`config.mk`:
```
export PLATFORM = sky130hd
export DESIGN_NAME = regfile_wb_arbiter
export DESIGN_NICKNAME = d
export VERILOG_FILES = /design/src/rtl/regfile_pkg.sv /design/src/rtl/rr_arbiter.sv /design/src/rtl/regfile_wb_arbiter.sv
export SDC_FILE = /design/constraint.sdc
export NUM_CORES = 1
export LEC_CHECK = 0
export ABC_AREA = 1
export BUFFER_PORTS_ARGS = -buffer_cell sky130_fd_sc_hd__buf_2
export CAP_MARGIN = 20
export CORE_ASPECT_RATIO = 1.5
export CORE_UTILIZATION = 40
export CTS_BUF_LIST = sky130_fd_sc_hd__clkbuf_16
export DETAILED_ROUTE_END_ITERATION = 7
export HOLD_SLACK_MARGIN = 0.06
export MAX_ROUTING_LAYER = met4
export PLACE_DENSITY_LB_ADDON = 0.15
export SLEW_MARGIN = 5
export SYNTH_ARGS = -nofsm -noshare
export SYNTH_HDL_FRONTEND = slang
export SYNTH_SLANG_ARGS = --single-unit
```
`constraint.sdc`:
```
create_clock -name clk -period 2.3 [get_ports clk]
set_input_delay 0.46 -clock clk [delete_from_list [all_inputs] [get_ports clk]]
set_output_delay 0.46 -clock clk [all_outputs]
set_load 0.05 [all_outputs]
```
`src/rtl/regfile_pkg.sv`:
```
// rtl/regfile_pkg.sv - register file constants, address/data types and a popcount helper
package regfile_pkg;

    localparam int REG_AW    = 5;
    localparam int REG_DW    = 32;
    localparam int REG_COUNT = 32;

    typedef logic [REG_AW-1:0] reg_addr_t;
    typedef logic [REG_DW-1:0] reg_data_t;

    // Requester count is bounded at 8, so an 8-bit input covers every legal NREQ.
    function automatic logic [3:0] count_ones(input logic [7:0] v);
        logic [3:0] n;
        n = '0;
        for (int i = 0; i < 8; i++) begin
            n = n + {3'b000, v[i]};
        end
        return n;
    endfunction

endpackage

```
`src/rtl/rr_arbiter.sv`:
```
// rtl/rr_arbiter.sv - combinational round-robin arbiter starting its search at ptr_i
//   valid_i       : request vector
//   ptr_i         : highest-priority requester index this cycle (must be < N)
//   grant_o       : one-hot grant, zero when nothing is valid
//   grant_idx_o   : index of the granted requester
//   grant_valid_o : some requester was granted
module rr_arbiter
    import regfile_pkg::*;
#(
    parameter  int N  = 3,
    localparam int PW = (N > 1) ? $clog2(N) : 1
) (
    input  logic [N-1:0]  valid_i,
    input  logic [PW-1:0] ptr_i,
    output logic [N-1:0]  grant_o,
    output logic [PW-1:0] grant_idx_o,
    output logic          grant_valid_o
);

    always_comb begin : search
        logic [PW-1:0] idx;
        grant_o       = '0;
        grant_idx_o   = '0;
        grant_valid_o = 1'b0;
        idx           = '0;
        // Walk requesters in order ptr, ptr+1, ... wrapping at N; first valid wins.
        for (int k = 0; k < N; k++) begin
            idx = PW'((int'(ptr_i) + k) % N);
            if (!grant_valid_o && valid_i[idx]) begin
                grant_o[idx]  = 1'b1;
                grant_idx_o   = idx;
                grant_valid_o = 1'b1;
            end
        end
    end

endmodule

```
`src/rtl/regfile_wb_arbiter.sv`:
```
// rtl/regfile_wb_arbiter.sv - round-robin write-back arbiter for the register file write port
//   clk, reset          : clock, synchronous active-high reset
//   req_valid/addr/data : NREQ packed write requests (slice i at [i*W +: W])
//   req_ready           : one-hot grant, gated off by reset and wb_hold
//   wb_hold             : pipeline stall, suppresses all grants
//   wr_en/addr/data     : registered register file write port
//   conflict_cnt        : saturating count of unstalled cycles with >= 2 valid requests
//   Optional build macro: REGFILE_R0_DISCARD_EN (requests to register 0 handshake but never write)
module regfile_wb_arbiter
    import regfile_pkg::*;
#(
    parameter int NREQ = 3,
    parameter int AW   = REG_AW,
    parameter int DW   = REG_DW,
    parameter int CNTW = 16
) (
    input  logic                 clk,
    input  logic                 reset,
    input  logic [NREQ-1:0]      req_valid,
    input  logic [NREQ*AW-1:0]   req_addr,
    input  logic [NREQ*DW-1:0]   req_data,
    output logic [NREQ-1:0]      req_ready,
    input  logic                 wb_hold,
    output logic                 wr_en,
    output logic [AW-1:0]        wr_addr,
    output logic [DW-1:0]        wr_data,
    output logic [CNTW-1:0]      conflict_cnt
);

    localparam int PW = (NREQ > 1) ? $clog2(NREQ) : 1;

    logic [PW-1:0]   rr_ptr_q, rr_ptr_d;
    logic            wr_en_q, wr_en_d;
    logic [AW-1:0]   wr_addr_q, wr_addr_d;
    logic [DW-1:0]   wr_data_q, wr_data_d;
    logic [CNTW-1:0] cnt_q, cnt_d;

    logic [NREQ-1:0] grant;
    logic [PW-1:0]   grant_idx;
    logic            grant_valid;
    logic            accept;
    logic            do_write;
    logic [AW-1:0]   sel_addr;
    logic [DW-1:0]   sel_data;
    logic            contention;

    rr_arbiter #(.N(NREQ)) u_rr (
        .valid_i       (req_valid),
        .ptr_i         (rr_ptr_q),
        .grant_o       (grant),
        .grant_idx_o   (grant_idx),
        .grant_valid_o (grant_valid)
    );

    // Gating is combinational so a stall blocks the handshake in the same cycle.
    assign req_ready = (reset || wb_hold) ? '0 : grant;
    assign accept    = grant_valid && !reset && !wb_hold;
    assign sel_addr  = req_addr[int'(grant_idx)*AW +: AW];
    assign sel_data  = req_data[int'(grant_idx)*DW +: DW];

`ifdef REGFILE_R0_DISCARD_EN
    assign do_write = accept && (sel_addr != '0);
`else
    assign do_write = accept;
`endif

    assign contention = (count_ones(8'(req_valid)) >= 4'd2) && !wb_hold;

    always_comb begin
        rr_ptr_d  = rr_ptr_q;
        wr_en_d   = do_write;
        wr_addr_d = wr_addr_q;
        wr_data_d = wr_data_q;
        cnt_d     = cnt_q;
        if (accept) begin
            rr_ptr_d  = (grant_idx == PW'(NREQ - 1)) ? '0 : grant_idx + 1'b1;
            wr_addr_d = sel_addr;
            wr_data_d = sel_data;
        end
        if (contention && (cnt_q != '1)) begin
            cnt_d = cnt_q + 1'b1;
        end
    end

    always_ff @(posedge clk) begin
        if (reset) begin
            rr_ptr_q  <= '0;
            wr_en_q   <= 1'b0;
            wr_addr_q <= '0;
            wr_data_q <= '0;
            cnt_q     <= '0;
        end else begin
            rr_ptr_q  <= rr_ptr_d;
            wr_en_q   <= wr_en_d;
            wr_addr_q <= wr_addr_d;
            wr_data_q <= wr_data_d;
            cnt_q     <= cnt_d;
        end
    end

    assign wr_en        = wr_en_q;
    assign wr_addr      = wr_addr_q;
    assign wr_data      = wr_data_q;
    assign conflict_cnt = cnt_q;

endmodule

```
==> out/results.ini, run 1 <==
[outcome]
status = finished, violations left
violations = setup timing

[synthesis]
synth.avg_cell_area_um2 = 6.094
yosys-top-cells-count = nand2_1, nor2_1, dfxtp_1
yosys_most_used_dff = dfxtp_1
syn_area_um2 = 3431
ys_warn_count = 0
syn_inst = 563
synth_fp_nets = 686
synthArstFlopShare = 0
synth_edf_count = 0
synth.distinct_cells = 29
ys_ff_latch = 56
yosysMostFrequentCell = nand2_1
synthTopCellsByArea = dfxtp_1, nand2_1, nor2_1
synth_top_cell_by_area = dfxtp_1
seq_area_frac_synth = 0.3268
synth.top_cell.area_share = 0.3268

[setup_path]
cp-start-kind = flop
worstPathArrival_ns = 1.91
startpoint = rr_ptr_q[0]$_SDFFE_PP0P_
path_common_cell = nand2_2
r2r-start = rr_ptr_q[0]$_SDFFE_PP0P_
critPathKind = flop to output pin
critPathCaptureType = output pin
critPathBufInv = 3
crit_chain = inv_4, ha_4, inv_4, nand2_2, nand3_2, nand2_4, nand2_2, nor2_2, nand2_2, a31oi_4, buf_6
required_ns = 1.84
reg2reg_setup_slack_ns = 0.02
slowest_stage = dfxtp_4
slowest_delay_ns = 0.37
crit_family = simple AND/OR/NAND/NOR gates
path_max_fanout = 6

[floorplan]
row_count = 41
dieHeight_um = 115.4
die_w_um = 77.62
start_util = 0.4103
dieArea_um2 = 8959
core_um2 = 8362
io_pins = 174

[sta]
setup_viol = 3
fin_skew_ns = 0.005447
whs_ns = 0.4308
period_minus_slack_ns = 2.373
report.final.slew_viol_count = 0
slew_headroom = 0.7559
period_share = 1.032
tns_ns = -0.1496
rsz0062_at_grt = true
hold_violations = 0
setup_ws_ns = -0.07318
timing.fmax_mhz = 421.4
tightestPinTransition_ns = 0.3633

[finish]
drive_gt1_frac = 0.3588
area_growth_pct = 43.47
multi_input_area_um2 = 2105
regArea_um2 = 1129
nets = 869
fillers = 837
n_antenna_cell = 0

[clock_tree]
htreeDepth = 2
root_buffer = clkbuf_16
cts_hold_buf = 0
clk_latency_ns = 0.30
clk_pin_slew_ns = 0.07
clockBufferDepth = 2
numCtsBuffers = 5
cts_tree = built
clkSinkCount = 56

[power_and_ir_drop]
peakVddDrop_v = 0.0008160
cellLeakagePower_nw = 2.585
power.density_nw_per_um2 = 1305

[global_routing]
grt_max_degree = 38
grt_pass1_vias = 3786
antenna_found_initial = 0
grt_pass1_wl_mm = 17.37
grt-ovfl-total = 0
grtUsageTotal = 0.2506

[hold_path]
hold_class = input port to flop
hp-start = req_data[23]

[route]
drc = 0
drt_iter0_drc = 147
antenna_left = 0
vias = 4148
firstDrtPassIters = 4
wirelength_mm = 11.27
vias_per_cell = 4.857
route.detailed.wl_per_inst_um = 13.20

[place]
place_hpwl_mm = 8.068
dpl_worst_slack_ns = -0.007418
place.gp.congestion = 0.9018
port_buffers = 173

[run]
drv_cap = 0

-- per-layer routing --
| metal | global-route usage | vias to the layer above | part of all wire |
|---|---|---|---|
| li1 | - | 2124 | - |
| met3 | 0.03780 | 28 | 0.047 |
| met4 | 0.07673 | 0 | 0.020 |
| met1 | 0.2726 | 1845 | 0.39 |
| met5 | - | - | 0 |
| met2 | 0.4649 | 151 | 0.54 |
-- what timing repair did --
item / in CTS / in global routing
pin swaps: 5 / 17
endpoints found under the hold margin: 0 / 0
resized for setup: 24 / 37
gates cloned: 0 / 3
setup buffers: 6 / 1
setup endpoints to repair: 7 / 37
-- logic make-up (layout without fill, tap and decap cells) --
logic type               Yosys count  after routing  share of synthesized area
AND/OR/NAND/NOR                  363            363                     0.4468
adder cells (fa/ha/maj)            6              6                    0.02188
buffers and inverters             77            261                     0.1076
flip-flops                        56             56                     0.3268
AO/OA/AOI/OAI                     57             57                    0.08680
XOR/XNOR                           4              4                    0.01021
-- state kept, by name, indices dropped and copies added (netlist names) --
register / flops
conflict_cnt: 16
rr_ptr_q: 2
wr_addr: 5
wr_data: 32
wr_en: 1
-- placed cells by master (no fill, tap or decap), drive strengths merged, types with 2 or more instances in the layout --
cell	n
a31oi	4
xor2	4
nor3	8
nor2	70
a21oi	35
nand2	226
clkbuf	7
ha	6
buf	198
nand3	53
inv	54
dfxtp	56
nand4	2
nor3b	3
o21ai	15
-- final timing paths --
kind | end | depth (start not counted)
setup / recovery | req_ready[1] | 11
hold / removal | wr_data[23]$_SDFFE_PP0P_ | 3
setup reg to reg | wr_data[4]$_SDFFE_PP0P_ | 16
hold reg to reg | wr_addr[4]$_SDFFE_PP0P_ | 2
-- layout make-up --
| class | count | area share |
|---|---|---|
| clock buffer | 5 | 0.02542 |
| tap | 107 | 0.02720 |
| clock inverter | 3 | 0.005084 |
| inverter | 53 | 0.04270 |
| timing repair buffer | 200 | 0.2428 |
| multi-input combinational | 430 | 0.4276 |
| sequential | 56 | 0.2293 |
-- worst min-delay path: stages --
cell     delay, ns
buf_2         0.10
nand2_1       0.07
nand3_1       0.07
-- stage by stage --
stage	power, mW	instances	instance area [µm²]	util
after floorplan	4.137	563	3443	-
after global routing	6.872	854	4922	0.5887
after CTS	5.850	850	4715	0.5638
final	6.423	854	4922	0.5887
after global placement	4.858	836	4452	0.5324
after detailed placement	4.907	836	4452	0.5324
-- power by group --
| part | internal, mW | switching (mW) | leakage (nW) | total (mW) |
|---|---|---|---|---|
| clock | 0.413 | 0.379 | 0.0708 | 0.792 |
| sequential | 1.22 | 0.132 | 0.462 | 1.35 |
| combinational | 1.47 | 2.81 | 2.05 | 4.28 |
No activity file was read; power rests on OpenSTA's default activity.
==> run 2, diff against run 1 <==
--- a/config.mk
+++ b/config.mk
@@ -9,7 +9,7 @@
 export BUFFER_PORTS_ARGS = -buffer_cell sky130_fd_sc_hd__buf_2
 export CAP_MARGIN = 20
 export CORE_ASPECT_RATIO = 1.5
-export CORE_UTILIZATION = 40
+export CORE_UTILIZATION = 46
 export CTS_BUF_LIST = sky130_fd_sc_hd__clkbuf_16
 export DETAILED_ROUTE_END_ITERATION = 7
 export HOLD_SLACK_MARGIN = 0.06
==> constraint.sdc (replaced) <==
create_clock -name clk -period 2.43 [get_ports clk]
set_input_delay 0.486 -clock clk [delete_from_list [all_inputs] [get_ports clk]]
set_output_delay 0.486 -clock clk [all_outputs]
set_load 0.05 [all_outputs]
==> out/results.ini, run 2 (synthesis results as in run 1) <==
[setup_path]
slowest_delay_ns = 0.36  ; was 0.37 ns
slowest_stage = dfxtp_2  ; was dfxtp_4
required_ns = 1.94  ; was 1.84 ns
critPathKind = flop to output pin  ; unchanged
startpoint = rr_ptr_q[0]$_SDFFE_PP0P_  ; unchanged
worstPathArrival_ns = 1.90  ; was 1.91 ns
critPathBufInv = 3  ; unchanged
crit_family = simple AND/OR/NAND/NOR gates  ; unchanged
cp-start-kind = flop  ; unchanged
critPathCaptureType = output pin  ; unchanged
crit_chain = inv_4, ha_4, inv_4, nand2_2, nand3_2, nand2_4, nand3_2, o22ai_1, a31oi_1, nor2_2, buf_6  ; was inv_4, ha_4, inv_4, nand2_2, nand3_2, nand2_4, nand2_2, nor2_2, nand2_2, a31oi_4, buf_6
r2r-start = rr_ptr_q[0]$_SDFFE_PP0P_  ; unchanged
path_max_fanout = 8  ; was 6

[power_and_ir_drop]
p_comb_frac = 0.635  ; was 0.666
pwr-share-clk = 0.134  ; was 0.123
peakVddDrop_v = 0.0007591  ; was 0.0008160 V
internal_power_mw = 2.601  ; was 3.103 mW
swShare = 0.5287  ; was 0.5170
power_mw = 5.519  ; was 6.423 mW
power.density_nw_per_um2 = 1178  ; was 1305 nW/µm²
cellLeakagePower_nw = 2.492  ; was 2.585 nW
power.share.sequential = 0.231  ; was 0.210
power.switching_mw = 2.918  ; was 3.321 mW

[finish]
fillers = 710  ; was 837
largest_reg_flops = 32  ; unchanged
utilization = 0.6485  ; was 0.5887
nets = 857  ; was 869
n_antenna_cell = 0  ; unchanged
final_area_um2 = 4687  ; was 4922 µm²
layout_common_cells = nand2_1, buf_2, nor2_1  ; unchanged
final_common_cell = nand2_1  ; unchanged
area_growth_pct = 36.62  ; was 43.47%
drive_gt1_frac = 0.3320  ; was 0.3588

[route]
drc = 0  ; unchanged
vias_per_cell = 4.850  ; was 4.857
wirelength_mm = 10.37  ; was 11.27 mm
antenna_left = 0  ; unchanged
drt_iter0_drc = 167  ; was 147
route.detailed.wl_per_inst_um = 12.42  ; was 13.20 µm
vias = 4050  ; was 4148
firstDrtPassIters = 4  ; unchanged

[global_routing]
grt_pass1_vias = 3664  ; was 3786
grt-ovfl-total = 0  ; unchanged
grt_max_degree = 38  ; unchanged
grtUsageTotal = 0.2730  ; was 0.2506
antenna_found_initial = 0  ; unchanged
grt_pass1_wl_mm = 16.22  ; was 17.37 mm

[clock_tree]
root_buffer = clkbuf_16  ; unchanged
htreeDepth = 2  ; unchanged
clockBufferDepth = 2  ; unchanged
clkSinkCount = 56  ; unchanged
clk_latency_ns = 0.30  ; about the same
clk_pin_slew_ns = 0.07  ; about the same
cts_tree = built  ; unchanged
numCtsBuffers = 5  ; unchanged
cts_hold_buf = 0  ; unchanged

[floorplan]
core_um2 = 7227  ; was 8362 µm²
start_util = 0.4747  ; was 0.4103
dieArea_um2 = 7815  ; was 8959 µm²
dieHeight_um = 107.8  ; was 115.4 µm
io_pins = 174  ; unchanged
die_w_um = 72.52  ; was 77.62 µm
row_count = 38  ; was 41

[sta]
slew_headroom = 0.7602  ; was 0.7559
whs_ns = 0.4189  ; was 0.4308 ns
setup_viol = 0  ; was 3
period_share = 0.9814
rsz0062_at_grt = true  ; unchanged
setup_ws_ns = 0.04525  ; was -0.07318 ns
period_minus_slack_ns = 2.385
hold_violations = 0  ; unchanged
report.final.slew_viol_count = 0  ; unchanged
fin_skew_ns = 0.006321  ; was 0.005447 ns
tightestPinTransition_ns = 0.3570  ; was 0.3633 ns
timing.fmax_mhz = 419.3

[place]
port_buffers = 173  ; unchanged
dpl_cell_area_um2 = 4400  ; was 4452 µm²
place.gp.congestion = 0.8679  ; was 0.9018
dpl_worst_slack_ns = 0.1185  ; was -0.007418 ns
place_hpwl_mm = 7.949  ; was 8.068 mm

[run]
drv_cap = 0  ; unchanged

[hold_path]
hold_class = input port to flop  ; unchanged
hp-start = req_data[23]  ; unchanged

[outcome]
status = finished clean  ; was finished, violations left

[run 2: cell count changes in the layout (fill, tap and decap cells not counted), sizes merged]
| cell | delta |
|---|---|
| inv | -1 |
| clkbuf | -2 |
| clkinvlp | -1 |
| buf | -10 |
| clkinv | +2 |
[run 2: timing repair]
action / in CTS / in global routing
resized for setup: 12 / 26
endpoints found under the setup margin: 3 / 7
cloned: 0 / 0
pin swaps: 0 / 7
setup buffers: 0 / 2
[run 2: final timing paths]
check	endpoint	slack (ns)	cells past startpoint
worst max-delay path	req_ready[0]	0.05	11
worst min-delay path	wr_data[23]$_SDFFE_PP0P_	0.42	3
worst max register to register	wr_data[17]$_SDFFE_PP0P_	0.24	17
worst min register to register	wr_addr[3]$_SDFFE_PP0P_	0.47	2
[run 2: cell type report]
type                            instances  area (µm²)  area share
Tap cell                              100       125.1     0.02670
Inverter                               53       205.2     0.04378
Multi-Input combinational cell        430        2048      0.4370
Timing Repair Buffer                  188        1035      0.2208
Sequential cell                        56        1126      0.2403
Clock inverter                          3       22.52    0.004805
Clock buffer                            5       125.1     0.02670
[run 2: per-layer routing]
| metal | share of wire | GRT usage | vias up |
|---|---|---|---|
| met5 | 0 | - | - |
| met4 | 0.029 | 0.1036 | 0 |
| met3 | 0.043 | 0.04120 | 21 |
| met2 | 0.53 | 0.5060 | 142 |
| met1 | 0.40 | 0.2842 | 1785 |
| li1 | - | - | 2102 |
[run 2: tightest hold or removal path, cell delays in order]
cell,delay (ns)
buf_2,0.09
nand2_1,0.06
nand3_1,0.06
[run 2: power groups by stage]
| stage | registers (mW) | logic (mW) | clock network [mW] |
|---|---|---|---|
| floorplan | 2.04 | 1.87 | 0 |
| detailed placement | 1.28 | 3.35 | 0 |
| global placement | 1.27 | 3.33 | 0 |
| CTS | 1.26 | 3.41 | 0.752 |
| finish | 1.27 | 3.51 | 0.739 |
| global route | 1.30 | 3.83 | 0.788 |
[run 2: metrics by stage]
| step | TNS [ns] | instances |
|---|---|---|
| 3_3_place_gp | 0 | 825 |
| 2_1_floorplan | 0 | 563 |
| 3_5_place_dp | 0 | 825 |
| 5_1_grt | -0.02626 | 835 |
| 6_report | 0 | 835 |
| 4_1_cts | 0 | 833 |
